File: src/rtl/multdiv_wb_unit_if.sv
// Operand/start and result/write-back bundle between the execute stage and the
// multiply/divide unit.
interface multdiv_wb_unit_if;
    logic        ctrl_MULT;
    logic        ctrl_DIV;
    logic [31:0] data_operandA;
    logic [31:0] data_operandB;
    logic [4:0]  ctrl_destReg;
    logic        busy;
    logic        data_resultRDY;
    logic [31:0] data_result;
    logic        data_exception;
    logic        wb_writeEnable;
    logic [4:0]  wb_writeReg;
    logic [31:0] wb_data;

    modport master (
        output ctrl_MULT, ctrl_DIV, data_operandA, data_operandB, ctrl_destReg,
        input  busy, data_resultRDY, data_result, data_exception,
               wb_writeEnable, wb_writeReg, wb_data
    );

    modport slave (
        input  ctrl_MULT, ctrl_DIV, data_operandA, data_operandB, ctrl_destReg,
        output busy, data_resultRDY, data_result, data_exception,
               wb_writeEnable, wb_writeReg, wb_data
    );
endinterface

File: src/rtl/multdiv_wb_unit.sv
// 32-cycle signed multiply (radix-2 Booth) / divide (non-restoring) with regfile write-back.
// Optional macro MULTDIV_RSTATUS_EN redirects exception write-backs to r30 as a status code.
module multdiv_wb_unit #(
    parameter int WIDTH = 32,
    parameter int CNT_W = 6
) (
    input logic               clock,
    input logic               ctrl_reset,
    multdiv_wb_unit_if.slave  bus
);
    // state  | meaning
    // S_IDLE | waiting for a single start pulse
    // S_RUN  | one Booth / non-restoring step per cycle, 32 cycles
    // S_DONE | result registered, write-back strobe valid
    typedef enum logic [1:0] {S_IDLE, S_RUN, S_DONE} state_t;

    state_t             state_q, state_d;
    logic [CNT_W-1:0]   cnt_q, cnt_d;
    logic [WIDTH+1:0]   acc_q;
    logic [WIDTH-1:0]   q_q, m_q;
    logic               qm1_q, div_q, neg_q, dz_q, dovf_q;
    logic [4:0]         dest_q;
    logic [WIDTH-1:0]   result_q, wdata_q;
    logic               exc_q, rdy_q, we_q;
    logic [4:0]         wreg_q;

    logic               start_mul, start_div, load, step, finish;
    logic [WIDTH-1:0]   a_mag, b_mag;
    logic [WIDTH+1:0]   mul_sum, div_sh, div_rem, acc_step;
    logic [WIDTH-1:0]   q_step, quot, fin_res, fin_wdata;
    logic               qm1_step, mul_ovf, fin_exc, fin_we;
    logic [4:0]         fin_wreg;
    logic [2*WIDTH-1:0] prod;

    assign start_mul = bus.ctrl_MULT & ~bus.ctrl_DIV;
    assign start_div = bus.ctrl_DIV & ~bus.ctrl_MULT;
    assign a_mag = bus.data_operandA[WIDTH-1] ? (~bus.data_operandA + WIDTH'(1)) : bus.data_operandA;
    assign b_mag = bus.data_operandB[WIDTH-1] ? (~bus.data_operandB + WIDTH'(1)) : bus.data_operandB;

    always_comb begin
        state_d = state_q;
        cnt_d   = cnt_q;
        load    = 1'b0;
        step    = 1'b0;
        finish  = 1'b0;
        case (state_q)
            S_IDLE: begin
                if (start_mul | start_div) begin
                    state_d = S_RUN;
                    cnt_d   = '0;
                    load    = 1'b1;
                end
            end
            S_RUN: begin
                step  = 1'b1;
                cnt_d = cnt_q + CNT_W'(1);
                if (cnt_q == CNT_W'(WIDTH - 1)) begin
                    state_d = S_DONE;
                    finish  = 1'b1;
                end
            end
            S_DONE:  state_d = S_IDLE;
            default: state_d = S_IDLE;
        endcase
    end

    // One iteration of whichever algorithm is loaded; the final result is taken
    // from this step's output so it can be registered on the last RUN edge.
    always_comb begin
        case ({q_q[0], qm1_q})
            2'b01:   mul_sum = acc_q + {{2{m_q[WIDTH-1]}}, m_q};
            2'b10:   mul_sum = acc_q - {{2{m_q[WIDTH-1]}}, m_q};
            default: mul_sum = acc_q;
        endcase
        div_sh  = {acc_q[WIDTH:0], q_q[WIDTH-1]};
        div_rem = acc_q[WIDTH+1] ? (div_sh + {2'b00, m_q}) : (div_sh - {2'b00, m_q});
        if (div_q) begin
            acc_step = div_rem;
            q_step   = {q_q[WIDTH-2:0], ~div_rem[WIDTH+1]};
            qm1_step = 1'b0;
        end else begin
            acc_step = {mul_sum[WIDTH+1], mul_sum[WIDTH+1:1]};
            q_step   = {mul_sum[0], q_q[WIDTH-1:1]};
            qm1_step = q_q[0];
        end
    end

    always_comb begin
        prod    = {acc_step[WIDTH-1:0], q_step};
        mul_ovf = ~((&prod[2*WIDTH-1:WIDTH-1]) | ~(|prod[2*WIDTH-1:WIDTH-1]));
        quot    = neg_q ? (~q_step + WIDTH'(1)) : q_step;
        if (div_q) begin
            fin_res = dz_q ? '0 : quot;
            fin_exc = dz_q | dovf_q;
        end else begin
            fin_res = q_step;
            fin_exc = mul_ovf;
        end
        fin_we    = (dest_q != 5'd0);
        fin_wreg  = dest_q;
        fin_wdata = fin_res;
`ifdef MULTDIV_RSTATUS_EN
        if (fin_exc) begin
            fin_we    = 1'b1;
            fin_wreg  = 5'd30;
            fin_wdata = div_q ? WIDTH'(5) : WIDTH'(4);
        end
`endif
    end

    always_ff @(posedge clock) begin
        if (ctrl_reset) begin
            state_q  <= S_IDLE;
            cnt_q    <= '0;
            acc_q    <= '0;
            q_q      <= '0;
            m_q      <= '0;
            qm1_q    <= 1'b0;
            div_q    <= 1'b0;
            neg_q    <= 1'b0;
            dz_q     <= 1'b0;
            dovf_q   <= 1'b0;
            dest_q   <= '0;
            result_q <= '0;
            exc_q    <= 1'b0;
            rdy_q    <= 1'b0;
            we_q     <= 1'b0;
            wreg_q   <= '0;
            wdata_q  <= '0;
        end else begin
            state_q <= state_d;
            cnt_q   <= cnt_d;
            rdy_q   <= finish;
            we_q    <= finish & fin_we;
            if (load) begin
                acc_q  <= '0;
                qm1_q  <= 1'b0;
                div_q  <= start_div;
                dest_q <= bus.ctrl_destReg;
                q_q    <= start_div ? a_mag : bus.data_operandB;
                m_q    <= start_div ? b_mag : bus.data_operandA;
                neg_q  <= bus.data_operandA[WIDTH-1] ^ bus.data_operandB[WIDTH-1];
                dz_q   <= (bus.data_operandB == '0);
                dovf_q <= (bus.data_operandA == {1'b1, {(WIDTH-1){1'b0}}}) &&
                          (bus.data_operandB == {WIDTH{1'b1}});
            end else if (step) begin
                acc_q <= acc_step;
                q_q   <= q_step;
                qm1_q <= qm1_step;
            end
            if (finish) begin
                result_q <= fin_res;
                exc_q    <= fin_exc;
                wreg_q   <= fin_wreg;
                wdata_q  <= fin_wdata;
            end
        end
    end

    assign bus.busy           = (state_q != S_IDLE);
    assign bus.data_resultRDY = rdy_q;
    assign bus.data_result    = result_q;
    assign bus.data_exception = exc_q;
    assign bus.wb_writeEnable = we_q;
    assign bus.wb_writeReg    = wreg_q;
    assign bus.wb_data        = wdata_q;
endmodule

File: src/flat_wrapper.sv
// flat-port wrapper written by rule: the top's interface ports become plain ports
module multdiv_wb_unit_flat 
#(
    parameter int WIDTH = 32,
    parameter int CNT_W = 6
)
  (clock, ctrl_reset, bus_ctrl_MULT, bus_ctrl_DIV, bus_data_operandA, bus_data_operandB, bus_ctrl_destReg, bus_busy, bus_data_resultRDY, bus_data_result, bus_data_exception, bus_wb_writeEnable, bus_wb_writeReg, bus_wb_data);
  multdiv_wb_unit_if bus_i ();
  input logic clock;
  input logic ctrl_reset;
  input wire logic [$bits(bus_i.ctrl_MULT)-1:0] bus_ctrl_MULT;
  input wire logic [$bits(bus_i.ctrl_DIV)-1:0] bus_ctrl_DIV;
  input wire logic [$bits(bus_i.data_operandA)-1:0] bus_data_operandA;
  input wire logic [$bits(bus_i.data_operandB)-1:0] bus_data_operandB;
  input wire logic [$bits(bus_i.ctrl_destReg)-1:0] bus_ctrl_destReg;
  output wire logic [$bits(bus_i.busy)-1:0] bus_busy;
  output wire logic [$bits(bus_i.data_resultRDY)-1:0] bus_data_resultRDY;
  output wire logic [$bits(bus_i.data_result)-1:0] bus_data_result;
  output wire logic [$bits(bus_i.data_exception)-1:0] bus_data_exception;
  output wire logic [$bits(bus_i.wb_writeEnable)-1:0] bus_wb_writeEnable;
  output wire logic [$bits(bus_i.wb_writeReg)-1:0] bus_wb_writeReg;
  output wire logic [$bits(bus_i.wb_data)-1:0] bus_wb_data;
  assign bus_i.ctrl_MULT = bus_ctrl_MULT;
  assign bus_i.ctrl_DIV = bus_ctrl_DIV;
  assign bus_i.data_operandA = bus_data_operandA;
  assign bus_i.data_operandB = bus_data_operandB;
  assign bus_i.ctrl_destReg = bus_ctrl_destReg;
  assign bus_busy = bus_i.busy;
  assign bus_data_resultRDY = bus_i.data_resultRDY;
  assign bus_data_result = bus_i.data_result;
  assign bus_data_exception = bus_i.data_exception;
  assign bus_wb_writeEnable = bus_i.wb_writeEnable;
  assign bus_wb_writeReg = bus_i.wb_writeReg;
  assign bus_wb_data = bus_i.wb_data;
  multdiv_wb_unit #(.WIDTH(WIDTH), .CNT_W(CNT_W)) u_core (.clock(clock), .ctrl_reset(ctrl_reset), .bus(bus_i));
endmodule
File: config.mk
export PLATFORM = sky130hd
export DESIGN_NAME = multdiv_wb_unit_flat
export DESIGN_NICKNAME = d
export VERILOG_FILES = /design/src/rtl/multdiv_wb_unit_if.sv /design/src/rtl/multdiv_wb_unit.sv /design/src/flat_wrapper.sv
export SDC_FILE = /design/constraint.sdc
export NUM_CORES = 1
export LEC_CHECK = 0
export CORE_UTILIZATION = 59
export CTS_CLUSTER_SIZE = 40
export DETAILED_ROUTE_END_ITERATION = 8
export PLACE_DENSITY = 0.81
export SYNTH_ARGS = -nofsm -noshare
export SYNTH_HDL_FRONTEND = slang
export SYNTH_SLANG_ARGS = --single-unit
File: constraint.sdc
create_clock -name clock -period 7 [get_ports clock]
set_clock_uncertainty 0.05 [all_clocks]
set_input_delay 1.4 -clock clock [delete_from_list [all_inputs] [get_ports clock]]
set_output_delay 1.4 -clock clock [all_outputs]
set_load 0.02 [all_outputs]
# Word-level counts from Yosys, hierarchy flattened
# Index checks and enable logic that the tools add are counted.
# word_totals
wordCells,84
in_bits,73
register_bits,156
output_inout_bits,73
# classes
bitwise_logic,15
reduce_logical,12
n_eq_ne,8
addsub,8
mux,25
# ops
cell,count
two-way mux 32 bit,10
"adder 32 x 1 -> 32 bit, second input constant",3
NOT 32 bit,3
two-way mux 34 bit,2
one-hot mux 34 bit (2 select lines),1
"equality test 32 bit, second input constant",2
adder 34 x 32 -> 34 bit,1
adder 34 bit,1
subtractor 34 x 32 -> 34 bit,1
subtractor 34 bit,1
AND reduction 33 bit,1
OR reduction 33 bit,1
logical NOT 32 bit,1
one-hot mux 6 bit (2 select lines),1
two-way mux 1 bit,7
"adder 6 x 1 -> 6 bit, second input constant",1
"equality test 6 x 5 -> 1 bit, second input constant",1
two-way mux 6 bit,1
nonzero test 2 bit,3
NOT 1 bit,5
nonzero test 5 bit,1
"equality test 2 x 1 -> 1 bit, second input constant",2
two-way mux 2 bit,2
"!= test 2 x 1 -> 1 bit, second input constant",2
9 further kinds,14

# Depth between registers and ports, before layout
# Gate-level depths: netlist of run 1.
# depth
ltp_word,9
ltp_mapped,30
depth_no_buf,29

# Worst setup path after synthesis of run 1
# Ideal clock, no wire load.
# synth_timing
kind,reg-to-reg
startpoint,register u_core.m_q[0]
endpoint,"register u_core.wdata_q[22], in the netlist u_core.bus.wb_data[22]"
arrival_ns,6.130
path_stages_with_launch,28
setup_time_ns,0.128
period_less_slack_ns,6.307
path_slack_ns,0.693
required_ns,6.822
path_buffers,1
cell_sequence,dfxtp_1 inv_1 ha_1 nand3b_1 nor3b_1 nor4bb_1 and2_1 nand2b_1 nor4b_1 nor2_1 xor2_1 ha_1 a21oi_1 o21bai_1 a221o_1 a31oi_1 o21ai_1 and4b_4 o31a_4 buf_2 nor2_1 ha_1 nand3_1 nor4_1 a31oi_1 xnor2_1 a22oi_1 nor2_1
# synth_via
elab_chain_cells,9
word_cells_on_any_way,10
cone_classes,add/sub: 3; mux: 5; bitwise: 2
# synth_rtl
item,line_no,rtl
start: declaration,multdiv_wb_unit.sv:20,"logic [WIDTH-1:0] q_q, m_q;"
start signal: assignment,multdiv_wb_unit.sv:141,m_q <= start_div ? b_mag : bus.data_operandA;
subtractor 34 x 32 -> 34 bit / adder 34 x 32 -> 34 bit (equally long branches),multdiv_wb_unit.sv:76,"div_rem = acc_q[WIDTH+1] ? (div_sh + {2'b00, m_q}) : (div_sh - {2'b00, m_q});"
two-way mux 34 bit *,multdiv_wb_unit.sv:76,
NOT 1 bit *,multdiv_wb_unit.sv:79,"q_step = {q_q[WIDTH-2:0], ~div_rem[WIDTH+1]};"
two-way mux 32 bit *,multdiv_wb_unit.sv:77,if (div_q) begin
NOT 32 bit *,multdiv_wb_unit.sv:91,quot = neg_q ? (~q_step + WIDTH'(1)) : q_step;
adder 32 x 1 -> 32 bit *,multdiv_wb_unit.sv:91,
two-way mux 32 bit *,multdiv_wb_unit.sv:91,
two-way mux 32 bit *,multdiv_wb_unit.sv:93,fin_res = dz_q ? '0 : quot;
two-way mux 32 bit *,multdiv_wb_unit.sv:92,if (div_q) begin
end signal: assignment,multdiv_wb_unit.sv:155,wdata_q <= fin_wdata;
end: declaration,multdiv_wb_unit.sv:23,"logic [WIDTH-1:0] result_q, wdata_q;"
# Every way passes the cells marked *; elsewhere a longest branch is shown, timed or not.
# A chain may end at the register's enable or synchronous reset.

# Final worst setup path of run 1
# layout_timing
startpoint,register u_core.m_q[0]
endpoint,"register u_core.wdata_q[30], in the netlist u_core.bus.wb_data[30]"
# The elaborated chain is that of the path after synthesis.

==> results of run 1 <==
[path summary, 6_finish.rpt]
path / from / endpoint
setup / recovery: u_core.m_q[0] / u_core.bus.wb_data[30]
hold / removal: u_core.bus.wb_writeReg[0] / u_core.bus.wb_writeReg[0]
setup reg to reg: u_core.m_q[0] / u_core.bus.wb_data[30]
hold reg to reg: u_core.bus.wb_writeReg[0] / u_core.bus.wb_writeReg[0]
[routing by layer]
| layer | global-route usage [%] | share of wire, % | vias to the layer above |
|---|---|---|---|
| met5 | 0 | 0 | - |
| met1 | 50.4 | 43 | 7546 |
| met3 | 4.62 | 7.6 | 131 |
| met4 | 17.4 | 4.6 | 0 |
| li1 | - | - | 7647 |
| met2 | 59.7 | 45 | 798 |
[what timing repair did]
| action | 4_1_cts | 5_1_grt |
|---|---|---|
| endpoints found under the hold margin | 0 | 0 |
| endpoints found under the setup margin | 0 | 12 |
| resized for setup | 0 | 8 |
| setup buffers | 0 | 1 |
[layout make-up]
type	instances	area, um2
Clock inverter	15	186
Clock buffer	17	425
Tap cell	330	413
Multi-Input combinational cell	1753	11000
Fill cell	2200	8120
Timing Repair Buffer	164	1590
Inverter	37	139
Sequential cell	156	3130
[registers in the layout, summed over array words and instances, names as in the netlist]
signal	flops
u_core.acc_q	34
u_core.bus.data_exception	1
u_core.bus.data_resultRDY	1
u_core.bus.wb_data	32
u_core.bus.wb_writeEnable	1
u_core.bus.wb_writeReg	5
u_core.cnt_q	6
u_core.dest_q	5
u_core.div_q	1
u_core.dovf_q	1
u_core.dz_q	1
u_core.m_q	32
u_core.neg_q	1
u_core.q_q	32
u_core.qm1_q	1
u_core.state_q	2
[power by group]
group	internal, mW	switching (mW)
combinational	0.639	1.07
sequential	0.943	0.0984
clock	0.519	0.475
[cell families (layout without fill, tap and decap cells)]
family | Yosys count | after routing
and+or+nand+nor | 806 | 806
adders and majority gates | 76 | 76
AOI/OAI and AO/OA | 640 | 640
DFF | 156 | 156
muxes | 49 | 49
xor gates and xnor gates | 182 | 182
buffers and inverters | 212 | 233
[synth_stat cells, types with 21 or more instances]
| cell type | count | share of area, % |
|---|---|---|
| nand3_1 | 39 | 1.3 |
| o21ai_0 | 100 | 3.3 |
| a21oi_1 | 217 | 7.2 |
| nor3_1 | 51 | 1.7 |
| ha_1 | 74 | 6.2 |
| and3_1 | 21 | 0.87 |
| nand2_1 | 245 | 6.1 |
| clkbuf_1 | 122 | 3.0 |
| o211ai_1 | 73 | 3.6 |
| mux2i_1 | 45 | 3.0 |
| nor2b_1 | 24 | 1.0 |
| xnor2_1 | 73 | 4.3 |
| inv_1 | 37 | 0.92 |
| nor2_1 | 272 | 6.8 |
| a211oi_1 | 56 | 2.8 |
| o31ai_1 | 25 | 1.2 |
| nand4_1 | 29 | 1.2 |
| xor2_1 | 109 | 6.4 |
| buf_4 | 32 | 1.6 |
| dfxtp_1 | 156 | 21 |
[critical path, delay by kind of cell (launching register included)]
kind	cells	cell delay (ns)
AOI/OAI and AO/OA	9	2.00
and+or+nand+nor	13	2.48
xor gates and xnor gates	2	0.32
adders and majority gates	3	0.82
DFF	1	0.39
buffers and inverters	2	0.29
[per-stage QoR]
step	cell area (um2)	hold slack, ns	cells	setup WS, ns
after floorplan	15000	0.382	2121	0.693
after global placement	16300	0.389	2439	0.358
after detailed placement	16300	0.401	2439	0.0793
after CTS	16900	0.411	2471	0.00588
after global routing	16900	0.433	2472	0.0508
final	16900	0.410	2472	0.493
==> results.toml, run 1 <==
[logic_synthesis]
syn-num-nets = 2270
synth_xor_area_share_pct = 10.6
yosysSeqAreaShare_pct = 20.8
syn_area_um2 = 15000
muxShareOfSynthArea_pct = 3.30
synthCells = 2121
ys_seq_elements = 156
synth.avg_cell_area_um2 = 7.08
ys.flop_type = "dfxtp_1"
synth_compound_area_share_pct = 27.5
synth-edff-count = 0
yosys.area_share.simple_pct = 25.2
yosys_warnings = 0
synth-async-reset-ratio_pct = 0
synth_cell_type_count = 82
synth_adder_area_share_pct = 6.43
synth_top_family_by_area = "compound AO/OA/AOI/OAI gates"

[global_routing]
grt_pass1_vias = 14400
antenna_found_initial = 0
grt_max_degree = 94
grt.total_usage_pct = 37.5
grt_pass1_wl_um = 77400
grt-ovfl-total = 0

[clock_network]
tritoncts = "built"
postCtsHoldBufs = 0
clock_latency_ns = 0.45
cts.path.max_buffers = 2
root_buffer = "clkbuf_16"
htreeDepth = 4
cts_buffers = 17
cts_sinks = 156
cts.reportedPaths.clkPinSlew_ns = 0.08

[worst_setup_path]
cp_slowest_cell = "o31a_4"
end_kind = "register"
r2r_cells = 29
crit_type = "reg2reg"
startpoint_type = "register"
worstPathRequired_ns = 7.24
crit_path_max_fanout = 18
crit_path_max_incr_delay_ns = 0.44
path_common_cell = "nor2_1"
arrival_ns = 6.75
r2r_setup_slack_ns = 0.49

[die]
io_pins = 146
die_h_um = 162
rows = 58
coreArea_um2 = 25000
die_w_um = 162
floorplan.die_area_um2 = 26100
start_util_pct = 60.0

[placement]
post-dp-hpwl_um = 37800
portBuffers = 145
gp_congestion = 0.957

[power_and_ir_drop]
power.density_nw_per_um2 = 221
p_leak_nw = 6.33
irDropWorstVdd_uv = 225
p_total_mw = 3.75

[sta]
hold_viol = 0
drv_slew = 0
setup_viol = 0
min_period_ns = 6.51
finalSetupTns_ns = 0
tightest_slew_ns = 1.31
relSlewSlack_pct = 12.4
post-route-period-util_pct = 93.0
fmax_ghz = 0.154
rsz0062_at_grt = "no"

[drt]
drt_pass1_iterations = 6
drc = 0
via_per_inst = 6.52
postRouteAntennaNets = 0
wl_per_cell_um = 20.2
vias = 16100
first_iter_violations = 1675
routed_wl_um = 49900

[layout]
synthToLayoutAreaGrowth_pct = 12.7
drive_above_1_share_pct = 4.67
nNetsFinal = 2278
layout_commonest_cell = "nor2_1"
mostFrequentLayoutCells = "271 x nor2_1, 245 x nand2_1, 215 x a21oi_1"
n_antenna_cell = 0
final_core_util_pct = 67.6

[run]
cap_violations = 0

[run_status]
status = "completed"

[worst_hold_path]
min_path_cells = 2
hold_path_class = "reg2reg"
Power figures use the tool's default switching activity.
==> run 2: changes to the inputs <==
- PLACE_DENSITY: 0.81 -> not set
- PLACE_DENSITY_LB_ADDON: not set -> 0.15
- SETUP_SLACK_MARGIN: not set -> 0.1
==> run 2 against run 1 <==
Compared with the run above:
- die area stayed put
- worst setup slack worse by 0.079 ns
- maximum frequency is 1.2% lower
- sequential power hardly changed
- largest power group unchanged
- final cell count hardly changed
- critical path type unchanged
- hold slack worse by 0.0031 ns
- critical endpoint is now u_core.bus.wb_data[26]
- sequential cell count stayed put
- wire length is 0.43% lower
==> results.toml, run 2 (synthesis results as in run 1) <==
[power_and_ir_drop]
p_leak_nw = 6.35
power.density_nw_per_um2 = 223
p_total_mw = 3.78
irDropWorstVdd_uv = 201

[worst_setup_path]
crit_family = "simple AND/OR/NAND/NOR gates"
crit_type = "reg2reg"
cp_slowest_cell = "o31a_4"
crit_path_max_fanout = 18
critPathBufInv = 2
arrival_ns = 6.83
end_kind = "register"
path_common_cell = "nor2_1"
worstPathRequired_ns = 7.24
crit_path_max_incr_delay_ns = 0.45
startpoint_type = "register"

[layout]
synthToLayoutAreaGrowth_pct = 13.0
drive_above_1_share_pct = 4.76
mostFrequentLayoutCells = "271 x nor2_1, 245 x nand2_1, 215 x a21oi_1"
multi_input_area_um2 = 11000
layout_commonest_cell = "nor2_1"
largest_reg_flops = 34
n_antenna_cell = 0
largest-register = "u_core.acc_q"
final_core_util_pct = 67.7
fillers = 2194
nNetsFinal = 2279
regArea_um2 = 3130

[drt]
route.met2.wl_um = 23600
routed_wl_um = 49700
postRouteAntennaNets = 0
via_per_inst = 6.44
vias = 15900
routed.top_layer = "met4"
drt_pass1_iterations = 9
drc = 0
wl_per_cell_um = 20.1
wl_met3_um = 3930
first_iter_violations = 1799
wl_met1_um = 20600

[sta]
min_period_ns = 6.59
hold_viol = 0
finalSetupTns_ns = 0
tightest_slew_ns = 1.25
fmax_ghz = 0.152
post-route-period-util_pct = 94.1
relSlewSlack_pct = 16.6
drv_slew = 0
setup_viol = 0
rsz0062_at_grt = "no"

[global_routing]
grt_pass1_wl_um = 77000
antenna_found_initial = 0
grt_pass1_vias = 14300
grt.total_usage_pct = 37.1
grt-ovfl-total = 0
grt_max_degree = 99

[clock_network]
tritoncts = "built"
postCtsHoldBufs = 0
clock_latency_ns = 0.45
root_buffer = "clkbuf_16"
htreeDepth = 4
cts.path.max_buffers = 2
cts.reportedPaths.clkPinSlew_ns = 0.08
cts_sinks = 156
cts_buffers = 17

[die]
rows = 58
die_w_um = 162
io_pins = 146
floorplan.die_area_um2 = 26100
start_util_pct = 60.0
die_h_um = 162
coreArea_um2 = 25000

[run_status]
status = "completed"

[worst_hold_path]
hold_path_class = "reg2reg"

[placement]
post-dp-hpwl_um = 37300
portBuffers = 145
gp_congestion = 0.981

[run]
cap_violations = 0
## run 2: where the power goes
part	internal, mW	total, mW	leakage (nW)	switching [mW]
clock	0.556	1.04	0.315	0.481
combinational	0.641	1.71	4.76	1.06
sequential	0.942	1.04	1.27	0.0998
## run 2: metal layers
metal / track usage (%) / vias up
li1: - / 7650
met1: 47.7 / 7501
met2: 63.4 / 691
met3: 5.08 / 92
met4: 12.3 / 0
met5: 0 / -
## run 2: area by class of cell
class,instances,area share (%)
sequential,156,18.4
multi-input combinational,1753,65.1
clock buffer,17,2.51
inverter,37,0.819
clock inverter,15,1.29
timing repair buffer,165,9.43
tap,330,2.43
## run 2: final timing paths
path                  from                      to  slack (ns)  depth (start not counted)
min reg2reg   u_core.qm1_q            u_core.qm1_q        0.41                          2
min           u_core.qm1_q            u_core.qm1_q        0.41                          2
max          u_core.m_q[0]  u_core.bus.wb_data[26]        0.41                         29
max reg2reg  u_core.m_q[0]  u_core.bus.wb_data[26]        0.41                         29
## run 2: tightest hold or removal path: cells and delay by family, from the launching register on
family / cells / cell delay, ns
flip-flops: 1 / 0.32
AND/OR/NAND/NOR: 1 / 0.05
AO/OA/AOI/OAI: 1 / 0.05
## run 2: timing repair
item | 4_1_cts | 5_1_grt
setup endpoints to repair | 1 | 10
pin swaps | 0 | 1
gates resized for setup | 1 | 6
cloned | 0 | 0
endpoints found under the hold margin | 0 | 0
buffers inserted | 0 | 2
## run 2: per-stage QoR
step / hold slack [ns] / std cells / worst slack [ns] / area, um2
after global placement: 0.389 / 2439 / 0.330 / 16300
after CTS: 0.409 / 2471 / 0.167 / 16900
final: 0.407 / 2473 / 0.414 / 17000
after detailed placement: 0.398 / 2439 / 0.168 / 16300
after floorplan: 0.382 / 2121 / 0.693 / 15000
after global routing: 0.425 / 2473 / 0.143 / 17000
